`config.mk`:
```
export PLATFORM = sky130hd
export DESIGN_NAME = mst_pref_mc_flat
export DESIGN_NICKNAME = d
export VERILOG_FILES = /design/src/rtl/mst_pref_pkg.sv /design/src/rtl/mst_pref_mc_if.sv /design/src/rtl/mst_pref_chfifo.sv /design/src/rtl/mst_pref_mc.sv /design/src/flat_wrapper.sv
export SDC_FILE = /design/constraint.sdc
export NUM_CORES = 1
export LEC_CHECK = 0
export CAP_MARGIN = 20
export CELL_PAD_IN_SITES_DETAIL_PLACEMENT = 0
export CELL_PAD_IN_SITES_GLOBAL_PLACEMENT = 1
export CORE_AREA = 2 2 120 122
export CTS_CLUSTER_SIZE = 28
export DETAILED_ROUTE_END_ITERATION = 6
export DIE_AREA = 0 0 122 124
export HOLD_SLACK_MARGIN = 0.1
export PLACE_DENSITY = 0.75
export SYNTH_ARGS = -nofsm -noshare
export SYNTH_HDL_FRONTEND = slang
export SYNTH_SLANG_ARGS = --single-unit
```
`constraint.sdc`:
```
create_clock -name clk -period 2.68 [get_ports clk]
set_input_delay 0.67 -clock clk [delete_from_list [all_inputs] [get_ports clk]]
set_output_delay 0.67 -clock clk [all_outputs]
set_load 0.01 [all_outputs]
```
`src/rtl/mst_pref_pkg.sv`:
```
`default_nettype none
// mst_pref_pkg: shared defaults, channel state encoding and output word layout for mst_pref_mc.
// Rev 1.0
package mst_pref_pkg;

  localparam int NCH_DEF     = 2;
  localparam int DW_DEF      = 16;
  localparam int DEPTH_DEF   = 4;
  localparam int GEN_LAT_DEF = 1;
  localparam int ADDRBIT_DEF = $clog2(DEPTH_DEF);
  localparam int CHW_DEF     = $clog2(NCH_DEF);

  typedef enum logic [1:0] {
    ST_IDLE  = 2'd0,
    ST_RUN   = 2'd1,
    ST_FLUSH = 2'd2
  } ch_state_e;

  // Output word is {valid, chid, data} with data in the low bits.
  localparam int DOUT_DATA_LSB = 0;

  function automatic int dout_chid_lsb(input int dw);
    return dw;
  endfunction

  function automatic int dout_vld_bit(input int dw, input int chw);
    return dw + chw;
  endfunction

  function automatic int dout_w(input int dw, input int chw);
    return 1 + chw + dw;
  endfunction

endpackage
`default_nettype wire

```
`src/rtl/mst_pref_mc_if.sv`:
```
`default_nettype none
// mst_pref_mc_if: reader and generator signals of the prefetch buffer; slave = buffer side.
// Rev 1.0
interface mst_pref_mc_if #(
  parameter int NCH = mst_pref_pkg::NCH_DEF,
  parameter int DW  = mst_pref_pkg::DW_DEF,
  parameter int CHW = mst_pref_pkg::CHW_DEF
);
  logic [NCH-1:0]                            prefena;
  logic [NCH-1:0]                            prefflush;
  logic                                      prefreq;
  logic                                      prefvld;
  logic [mst_pref_pkg::dout_w(DW, CHW)-1:0]  prefdout;
  logic [NCH-1:0]                            genreq;
  logic [NCH*DW-1:0]                         gendat;

  modport master (
    output prefena, prefflush, prefreq, gendat,
    input  prefvld, prefdout, genreq
  );

  modport slave (
    input  prefena, prefflush, prefreq, gendat,
    output prefvld, prefdout, genreq
  );
endinterface
`default_nettype wire

```
`src/rtl/mst_pref_chfifo.sv`:
```
`default_nettype none
// mst_pref_chfifo: one channel - IDLE/RUN/FLUSH control, request credit, return tracking, FIFO.
// Rev 1.0
module mst_pref_chfifo
  import mst_pref_pkg::*;
#(
  parameter int DW      = DW_DEF,
  parameter int DEPTH   = DEPTH_DEF,
  parameter int ADDRBIT = ADDRBIT_DEF,
  parameter int GEN_LAT = GEN_LAT_DEF
) (
  input  wire            clk,
  input  wire            rst,
  input  wire            ena_i,
  input  wire            flush_i,
  input  wire            pop_i,
  input  wire [DW-1:0]   gendat_i,
  output logic           genreq_o,
  output logic           nempty_o,
  output logic [DW-1:0]  head_o
);

  localparam logic [ADDRBIT:0]   c_OCC_ONE  = (ADDRBIT+1)'(1);
  localparam logic [ADDRBIT:0]   c_OCC_FULL = (ADDRBIT+1)'(DEPTH);
  localparam logic [ADDRBIT+1:0] c_CREDIT   = (ADDRBIT+2)'(DEPTH);
  localparam logic [ADDRBIT-1:0] c_PTR_ONE  = ADDRBIT'(1);

  ch_state_e          state_q;
  logic [ADDRBIT:0]   occ_q, occ_d;
  logic [ADDRBIT:0]   infl_q, infl_d;
  logic [ADDRBIT-1:0] wptr_q, rptr_q;
  logic [GEN_LAT-1:0] req_sr_q, req_sr_d;
  logic [DW-1:0]      mem_q [DEPTH];
  logic [ADDRBIT+1:0] credit_used;
  logic               ret, wr, rd;

  assign credit_used = {1'b0, occ_q} + {1'b0, infl_q};
  assign genreq_o    = (state_q == ST_RUN) && (credit_used < c_CREDIT);
  assign nempty_o    = (occ_q != '0);
  assign head_o      = mem_q[rptr_q];

  // A return coinciding with the flush edge belongs to the flushed stream.
  assign ret = req_sr_q[GEN_LAT-1];
  assign wr  = ret && !flush_i && (state_q != ST_FLUSH);
  assign rd  = pop_i && !flush_i && nempty_o;

  always_comb begin
    req_sr_d = req_sr_q;
    for (int i = GEN_LAT-1; i > 0; i--) req_sr_d[i] = req_sr_q[i-1];
    req_sr_d[0] = genreq_o;
  end

  always_comb begin
    occ_d = occ_q;
    if (flush_i)         occ_d = '0;
    else if (wr && !rd)  occ_d = occ_q + c_OCC_ONE;
    else if (!wr && rd)  occ_d = occ_q - c_OCC_ONE;
  end

  always_comb begin
    infl_d = infl_q;
    if (genreq_o && !ret)      infl_d = infl_q + c_OCC_ONE;
    else if (!genreq_o && ret) infl_d = infl_q - c_OCC_ONE;
  end

  always_ff @(posedge clk or posedge rst) begin
    if (rst) begin
      state_q <= ST_IDLE;
    end else if (flush_i) begin
      state_q <= ST_FLUSH;
    end else begin
      case (state_q)
        ST_IDLE:  if (ena_i)  state_q <= ST_RUN;
        ST_RUN:   if (!ena_i) state_q <= ST_IDLE;
        ST_FLUSH: if (infl_q == '0) state_q <= ena_i ? ST_RUN : ST_IDLE;
        default:  state_q <= ST_IDLE;
      endcase
    end
  end

  always_ff @(posedge clk or posedge rst) begin
    if (rst) begin
      occ_q    <= '0;
      infl_q   <= '0;
      wptr_q   <= '0;
      rptr_q   <= '0;
      req_sr_q <= '0;
    end else begin
      occ_q    <= occ_d;
      infl_q   <= infl_d;
      req_sr_q <= req_sr_d;
      if (flush_i) begin
        wptr_q <= '0;
        rptr_q <= '0;
      end else begin
        if (wr) wptr_q <= wptr_q + c_PTR_ONE;
        if (rd) rptr_q <= rptr_q + c_PTR_ONE;
      end
    end
  end

  always_ff @(posedge clk) begin
    if (wr) mem_q[wptr_q] <= gendat_i;
  end

  a_no_overflow: assert property (@(posedge clk) disable iff (rst)
    !(wr && !rd && occ_q == c_OCC_FULL));

  a_no_stray_return: assert property (@(posedge clk) disable iff (rst)
    !(ret && infl_q == '0));

endmodule
`default_nettype wire

```
`src/rtl/mst_pref_mc.sv`:
```
`default_nettype none
// mst_pref_mc: multi-channel prefetch buffer with round-robin show-ahead read port.
// Rev 1.0 - optional underrun counter under `MST_PREF_STAT_EN.
module mst_pref_mc
  import mst_pref_pkg::*;
#(
  parameter int NCH     = NCH_DEF,
  parameter int DW      = DW_DEF,
  parameter int DEPTH   = DEPTH_DEF,
  parameter int ADDRBIT = $clog2(DEPTH),
  parameter int GEN_LAT = GEN_LAT_DEF,
  parameter int CHW     = $clog2(NCH)
) (
  input  wire           clk,
  input  wire           rst,
  mst_pref_mc_if.slave  pref_if
`ifdef MST_PREF_STAT_EN
  ,
  output logic [15:0]   pref_undrn_o
`endif
);

  logic [NCH-1:0] nempty;
  logic [NCH-1:0] ch_pop;
  logic [NCH-1:0] genreq_w;
  logic [DW-1:0]  head [NCH];
  logic [CHW-1:0] ptr_q, ptr_d, grant;
  logic           any_vld, pop;

  function automatic logic [CHW-1:0] wrap_add(input logic [CHW-1:0] base, input int ofs);
    int s;
    s = int'(base) + ofs;
    if (s >= NCH) s = s - NCH;
    return CHW'(s);
  endfunction

  for (genvar c = 0; c < NCH; c++) begin : g_ch
    assign ch_pop[c] = pop && (grant == CHW'(c));

    mst_pref_chfifo #(
      .DW      (DW),
      .DEPTH   (DEPTH),
      .ADDRBIT (ADDRBIT),
      .GEN_LAT (GEN_LAT)
    ) u_chfifo (
      .clk      (clk),
      .rst      (rst),
      .ena_i    (pref_if.prefena[c]),
      .flush_i  (pref_if.prefflush[c]),
      .pop_i    (ch_pop[c]),
      .gendat_i (pref_if.gendat[c*DW +: DW]),
      .genreq_o (genreq_w[c]),
      .nempty_o (nempty[c]),
      .head_o   (head[c])
    );
  end

  assign pref_if.genreq = genreq_w;

  // First non-empty channel at or after ptr, ascending with wrap.
  always_comb begin
    any_vld = 1'b0;
    grant   = '0;
    for (int k = 0; k < NCH; k++) begin
      if (!any_vld && nempty[wrap_add(ptr_q, k)]) begin
        any_vld = 1'b1;
        grant   = wrap_add(ptr_q, k);
      end
    end
  end

  assign pop             = pref_if.prefreq && any_vld;
  assign pref_if.prefvld = any_vld;

  always_comb begin
    pref_if.prefdout = '0;
    if (any_vld) pref_if.prefdout = {1'b1, grant, head[grant]};
  end

  always_comb begin
    ptr_d = ptr_q;
    if (pop) ptr_d = wrap_add(grant, 1);
  end

  always_ff @(posedge clk or posedge rst) begin
    if (rst) ptr_q <= '0;
    else     ptr_q <= ptr_d;
  end

`ifdef MST_PREF_STAT_EN
  logic [15:0] undrn_q;

  always_ff @(posedge clk or posedge rst) begin
    if (rst)
      undrn_q <= '0;
    else if (pref_if.prefreq && !any_vld && undrn_q != 16'hFFFF)
      undrn_q <= undrn_q + 16'd1;
  end

  assign pref_undrn_o = undrn_q;
`endif

endmodule
`default_nettype wire

```
`src/flat_wrapper.sv`:
```
// flat-port wrapper written by rule: the top's interface ports become plain ports
module mst_pref_mc_flat import mst_pref_pkg::*;
#(
  parameter int NCH     = NCH_DEF,
  parameter int DW      = DW_DEF,
  parameter int DEPTH   = DEPTH_DEF,
  parameter int ADDRBIT = $clog2(DEPTH),
  parameter int GEN_LAT = GEN_LAT_DEF,
  parameter int CHW     = $clog2(NCH)
)
  (clk, rst, pref_if_prefena, pref_if_prefflush, pref_if_prefreq, pref_if_gendat, pref_if_prefvld, pref_if_prefdout, pref_if_genreq);
  mst_pref_mc_if #(.NCH(NCH), .DW(DW), .CHW(CHW)) pref_if_i ();
  input  wire clk;
  input  wire rst;
  input wire logic [$bits(pref_if_i.prefena)-1:0] pref_if_prefena;
  input wire logic [$bits(pref_if_i.prefflush)-1:0] pref_if_prefflush;
  input wire logic [$bits(pref_if_i.prefreq)-1:0] pref_if_prefreq;
  input wire logic [$bits(pref_if_i.gendat)-1:0] pref_if_gendat;
  output wire logic [$bits(pref_if_i.prefvld)-1:0] pref_if_prefvld;
  output wire logic [$bits(pref_if_i.prefdout)-1:0] pref_if_prefdout;
  output wire logic [$bits(pref_if_i.genreq)-1:0] pref_if_genreq;
  assign pref_if_i.prefena = pref_if_prefena;
  assign pref_if_i.prefflush = pref_if_prefflush;
  assign pref_if_i.prefreq = pref_if_prefreq;
  assign pref_if_i.gendat = pref_if_gendat;
  assign pref_if_prefvld = pref_if_i.prefvld;
  assign pref_if_prefdout = pref_if_i.prefdout;
  assign pref_if_genreq = pref_if_i.genreq;
  mst_pref_mc #(.NCH(NCH), .DW(DW), .DEPTH(DEPTH), .ADDRBIT(ADDRBIT), .GEN_LAT(GEN_LAT), .CHW(CHW)) u_core (.clk(clk), .rst(rst), .pref_if(pref_if_i));
endmodule
```
# Word level (Yosys, flattened, before mapping)
# Memory sizes are Yosys's and may differ from the RTL's.
# Index checks and enable logic that the tools add are counted.
# classes
n_addsub,19
n_lt_le_gt_ge,8
n_eq_ne,12
n_mux,49
bitwise_logic,2
reduce_logical,49
# op_table
operator,count
$mux 16,3
$mux 2,16
$mux 3,10
$logic_and 1x1->1,22
$mux 18,1
$ne 3x3->1 const B,6
$mux 1,17
$add 3x1->3 const B,4
$pmux 2 s3,2
$reduce_bool 2->1,6
$reduce_bool 3->1,4
$sub 3x1->3 const B,4
$logic_not 1->1,11
$add 2x1->2 const B,4
$add 3x3->4,2
$lt 4x3->1 const B,2
$ge 2x2->1 const B,3
$logic_not 3->1,2
$reduce_and 3->1,2
$add 1x1->2 const B,2
$eq 2x1->1 const B,2
$eq 2x2->1 const B,2
$logic_not 2->1,2
$lt 1x2->1 const B,2
5 further kinds,8
# word_totals
regBits,27
ramBits,128
in_bits,39
output_inout_bits,21
wordCells,154
mem_count,2
# memory_table
memory,words,width,rd,rd_ports_with_merged_regs,write_ports,line,text
u_core.g_ch[0].u_chfifo.mem_q,4,16,1,0,1,mst_pref_chfifo.sv:33,logic [DW-1:0] mem_q [DEPTH];
u_core.g_ch[1].u_chfifo.mem_q,4,16,1,0,1,mst_pref_chfifo.sv:33,

# Depth between registers and ports, before layout
# depth
ltp_word,16
depth_mapped,10
ltp_nobuf,10

# By module
# From an unflattened synthesis, not the netlist that was laid out.
# unflattened
hier_cells,352
area_unflattened_um2,6461.2
# modules_own_cells
mod,instances,cells_per_inst,area_each_um2,seq_area_each_um2
mst_pref_chfifo,2,160,3081.7,2247.2
mst_pref_mc,1,32,297.8,25.0

# Worst setup path before layout
# OpenSTA, ideal clock, no wires.
# synth_path
path_type,reg2reg
startpoint,reg u_core.g_ch[0].u_chfifo.occ_q[2]
endpoint,reg u_core.g_ch[0].u_chfifo.infl_q[2]
setup_ns,0.079
t_arrival_ns,2.310
required_ns,2.601
path_slack_ns,0.290
stages_incl_launch_ff,11
n_path_buf,0
period_less_slack_ns,2.390
path_cell_list,dfrtp_1 > ha_1 > nor4_1 > nand2_1 > a31oi_1 > ha_1 > inv_1 > fa_1 > xor2_1 > nor2_1 > xor2_1
# synth_via
elab_chain_len,6
elab_cells_between_ends,8
cone_classes,add/sub: 1; order compare: 1; mux: 1; reduce/logical: 5
# synth_rtl
element,line,text
from (decl),mst_pref_chfifo.sv:29,"logic [ADDRBIT:0] occ_q, occ_d;"
from (signal assigned),mst_pref_chfifo.sv:83,occ_q <= '0;
from (signal assigned),mst_pref_chfifo.sv:89,occ_q <= occ_d;
$add 3x3->4 *,mst_pref_chfifo.sv:37,"assign credit_used = {1'b0, occ_q} + {1'b0, infl_q};"
$lt 4x3->1 *,mst_pref_chfifo.sv:38,assign genreq_o = (state_q == ST_RUN) && (credit_used < c_CREDIT);
$logic_and 1x1->1 *,mst_pref_chfifo.sv:38,
net u_core.g_ch[0].u_chfifo.genreq_o,mst_pref_chfifo.sv:18,"output logic genreq_o,"
$logic_not 1->1,mst_pref_chfifo.sv:63,else if (!genreq_o && ret) infl_d = infl_q - c_OCC_ONE;
$logic_and 1x1->1,mst_pref_chfifo.sv:63,
$reduce_bool 2->1 (no source line),-,
to (signal assigned),mst_pref_chfifo.sv:90,infl_q <= infl_d;
to (decl),mst_pref_chfifo.sv:30,"logic [ADDRBIT:0] infl_q, infl_d;"
# The timed path passes the listed nets; every way through them passes the cells marked *.
# A chain may end at the register's enable or synchronous reset.

# Worst setup path in the final report
# layout_path
startpoint,reg u_core.g_ch[1].u_chfifo.occ_q[1]
endpoint,out pref_if_prefdout[15]
# layout_via
elab_chain_len,12
elab_cells_between_ends,16
cone_classes,mux: 12; bitwise: 1; reduce/logical: 3
# layout_rtl
element,line,text
from (decl),mst_pref_chfifo.sv:29,
from (signal assigned),mst_pref_chfifo.sv:83,
from (signal assigned),mst_pref_chfifo.sv:89,
$reduce_bool 3->1 *,mst_pref_chfifo.sv:39,assign nempty_o = (occ_q != '0);
$mux 1 (not written as such) (2 in a row),mst_pref_mc.sv:65,"if (!any_vld && nempty[wrap_add(ptr_q, k)]) begin"
$mux 1,mst_pref_mc.sv:65,
$logic_not 1->1,mst_pref_mc.sv:65,
$logic_and 1x1->1,mst_pref_mc.sv:65,
$mux 1,mst_pref_mc.sv:65,
$not 1->2 (not written as such),mst_pref_mc.sv:77,"if (any_vld) pref_if.prefdout = {1'b1, grant, head[grant]};"
$mux 16 (not written as such) (3 in a row),mst_pref_mc.sv:77,
$mux 18 *,mst_pref_mc.sv:77,
to (decl),flat_wrapper.sv:20,output wire logic [$bits(pref_if_i.prefdout)-1:0] pref_if_prefdout;
# Every way passes the cells marked *; elsewhere a longest branch is shown, timed or not. The select of a mux whose other input is x is not followed.

==> reports/qor.yml <==
run_status: "complete, but fails checks"
failed_checks: "setup timing"
worst_slew_pin_slew_ns: 0.439
commonest_cells_in_the_netlist: "sky130_fd_sc_hd__edfxtp_1, sky130_fd_sc_hd__nand2_1, sky130_fd_sc_hd__mux4_2"
power_density_nw_per_um2: 1080
final.fill_count: 1057
async_flop_share_pct: 17.4
drt-met1-wl_um: 5660
setup_repair_after_global_routing_missed_its_margin: "yes"
mappedNetlistNets: 449
synthTopCellsByArea: "sky130_fd_sc_hd__edfxtp_1, sky130_fd_sc_hd__mux4_2, sky130_fd_sc_hd__dfrtp_1"
crit_start_category: "register"
area_growth_syn_to_layout_pct: 26.7
floorplan_die_height_um: 124
post_layout_nets: 557
grt_antenna_before_repair: 0
count_of_flip_flops_with_a_built_in_enable_after_synthesis: 128
total_grt_overflow: 0
buffer_ports.inserted: 59
timing.max_slew.rel_slack_pct: 70.5
wl_met2_um: 6480
maxCapViolCount: 0
hold_path_depth: 1
synth_sequential_area_ratio_pct: 68.2
period_minus_slack_ns: 2.75
cellLeakagePower_nw: 2.99
hp-class: "register to register"
synthDominantAreaCellType: "sky130_fd_sc_hd__edfxtp_1"
synthMostInstantiatedCell: "sky130_fd_sc_hd__edfxtp_1"
dpl.cell_count: 648
ys.warnings.count: 0
dp.final_hpwl_um: 8610
synth.cell_area_um2: 6620
cts_tree: "built"
initialDrtViolationCount: 323
synth_top_area_share_pct: 58.0
routed_wl_um: 12800
min-delay-start: "u_core.g_ch[1].u_chfifo.infl_q[2]"
postSynthCellCount: 392
fin_worst_skew_ns: 0.00698
critical_path_class: "register to output port"
grt_pass1_vias: 3794
holdWs_ns: 0.536
worst_ep_arrival_time_ns: 2.08
wl_met3_um: 571
drtPass1Iterations: 4
grt_first_pass_wirelength_um: 20200
synth-main-ff-cell: "sky130_fd_sc_hd__edfxtp_1"
drcViolationCount: 0
syn_avg_cell_area_um2: 16.9
route.top_layer_used: "met4"
worstSkewPairLatency_ns: 0.42
total_negative_setup_slacks_ns: -0.335
max_freq_mhz: 363
num_vias: 3665
grt_start_max_net_pins: 28
required_ns: 2.01
initial_standard_cell_utilization_of_the_core_pct: 48.3
layout_cells_sized_above_1_pct: 35.3
viasPerCell: 5.29
layoutNonFillerInstCount: 693
cts_hold_buf: 0
reg2reg_to: "u_core.g_ch[0].u_chfifo.infl_q[2]"
finalMaxSlewViolations: 0
routed_wire_length_per_instance_um: 18.5
number_of_storage_elements_in_the_synthesis_netlist: 155
worstReg2RegStart: "u_core.g_ch[0].u_chfifo.occ_q[1]"
worstRegToRegCells: 11
pin_count: 60
min_delay_worst_endpoint: "u_core.g_ch[1].u_chfifo.infl_q[2]"
tritoncts_num_sinks: 155
reg_to_reg_setup_timing_slack_ns: 0.15
setup-violations-final: 7
cts_max_level: 4
clock_path_buffers: 2
final.period_utilization_pct: 103
die_width_um: 122
post-route-worst-setup-slack_ns: -0.0738
die_area_um2: 15100
preCtsSetupSlack_ns: 0.0133
postRouteAntennaNets: 0
timing_hold_violations_final: 0
clkSlewWorstSetupHoldPaths_ns: 0.06
cp-end-kind: "output port"
cts_buffers: 17
worst_ir_drop_vdd_mv: 0.613
synth_cell_type_count: 53
placeableCoreArea_um2: 13700
placement_rows: 43
groute.usage.overall_pct: 18.5
cts-root-buf: "sky130_fd_sc_hd__clkbuf_16"
gp_routability_congestion: 0.806
path_max_fanout: 8
insertedDiodeCount: 0
## cell type report
type                       count  area [um2]  share of cell area, %
inverter                      15        56.3                  0.671
multi-input combinational    202        2070                   24.6
sequential                   155        4520                   53.9
clock buffer                  18         429                   5.11
timing repair buffer         109         961                   11.4
clock inverter                14         130                   1.55
tap                          180         225                   2.68
## cell families (layout without fill, tap and decap cells)
kind of cell	after synthesis	in the layout	synth area share [%]
simple gates	88	88	6.82
buf+inv	35	156	2.68
xor+xnor	13	13	1.93
flops	155	155	68.2
fa+ha+maj	18	18	3.85
mux	36	36	11.5
compound gates	47	47	4.97
## layer usage
layer | track usage [%] | vias to the layer above
li1 | - | 1726
met3 | 5.22 | 11
met5 | 0 | -
met4 | 6.18 | 0
met1 | 23.6 | 1853
met2 | 30.8 | 75
## how the worst max path moves through the flow
| stage | start | to | slack (ns) | cells after the start |
|---|---|---|---|---|
| finish | u_core.g_ch[1].u_chfifo.occ_q[1] | pref_if_prefdout[15] | -0.07 | 8 |
| global placement | pref_if_prefreq | u_core.g_ch[1].u_chfifo.occ_q[1] | 0.05 | 8 |
| floorplan | u_core.g_ch[0].u_chfifo.occ_q[2] | u_core.g_ch[0].u_chfifo.infl_q[2] | 0.29 | 10 |
| CTS | u_core.g_ch[1].u_chfifo.occ_q[1] | pref_if_prefdout[15] | -0.17 | 8 |
| global route | u_core.g_ch[1].u_chfifo.occ_q[1] | pref_if_prefdout[15] | -0.18 | 8 |
| detailed placement | pref_if_prefreq | u_core.g_ch[1].u_chfifo.occ_q[1] | 0.01 | 8 |
## critical path, cell delays in order (launching register included)
cell and delay [ns]:
sky130_fd_sc_hd__dfrtp_1 0.38, sky130_fd_sc_hd__or3_4 0.39, sky130_fd_sc_hd__buf_6 0.13, sky130_fd_sc_hd__nor4_4 0.20
sky130_fd_sc_hd__buf_12 0.15, sky130_fd_sc_hd__buf_8 0.12, sky130_fd_sc_hd__buf_6 0.10, sky130_fd_sc_hd__a21oi_2 0.04
sky130_fd_sc_hd__buf_2 0.15
## where the power goes
group          switching (mW)  leakage [nW]  internal [mW]  total [mW]
Clock                    1.00         0.269           1.22        2.22
Sequential              0.191          1.50           2.75        2.94
Combinational            1.92          1.22           2.02        3.94
Total                    3.11          2.99           5.99        9.10
## metrics by stage
| step | power [mW] | cell area [um2] | util, % |
|---|---|---|---|
| floorplan | 4.81 | 6620 | - |
| finish | 9.10 | 8400 | 61.2 |
| global route | 9.59 | 8400 | 61.2 |
| detailed placement | 6.29 | 7630 | 55.6 |
| CTS | 9.00 | 8310 | 60.6 |
| global placement | 6.25 | 7630 | 55.6 |
## placed cells by master, fill, tap and decap left out, drive strengths merged, types with 2 or more instances in the layout
| cell | instances |
|---|---|
| a211oi | 2 |
| a21oi | 21 |
| a31oi | 2 |
| and2 | 8 |
| and3b | 2 |
| buf | 70 |
| clkbuf | 18 |
| clkdlybuf4s50 | 38 |
| clkinv | 5 |
| clkinvlp | 2 |
| dfrtp | 27 |
| edfxtp | 128 |
| fa | 4 |
| ha | 14 |
| inv | 22 |
| mux2 | 2 |
| mux2i | 2 |
| mux4 | 32 |
| nand2 | 38 |
| nand2b | 3 |
| nand3 | 4 |
| nor2 | 13 |
| nor2b | 2 |
| nor3 | 8 |
| nor3b | 3 |
| nor4 | 4 |
| o211ai | 2 |
| o21ai | 5 |
| o21bai | 2 |
| o31a | 3 |
| o31ai | 2 |
| o41ai | 2 |
| xnor2 | 6 |
| xor2 | 6 |
## repair_timing
item                       in CTS  in global routing
pin swaps                       3                 12
setup endpoints to repair      21                 24
hold endpoints to repair        0                  0
cloned                          1                  0
resized for setup             112                 20
setup buffers                  10                  4
## sequential cells by signal, indices dropped and copies added, names as in the netlist
name,flops
u_core.g_ch.u_chfifo.mem_q,128
u_core.g_ch.u_chfifo.infl_q,6
u_core.g_ch.u_chfifo.occ_q,6
u_core.g_ch.u_chfifo.rptr_q,4
u_core.g_ch.u_chfifo.state_q,4
u_core.g_ch.u_chfifo.wptr_q,4
u_core.g_ch.u_chfifo.req_sr_q,2
u_core.ptr_q,1
No activity file was read; power rests on OpenSTA's default activity.
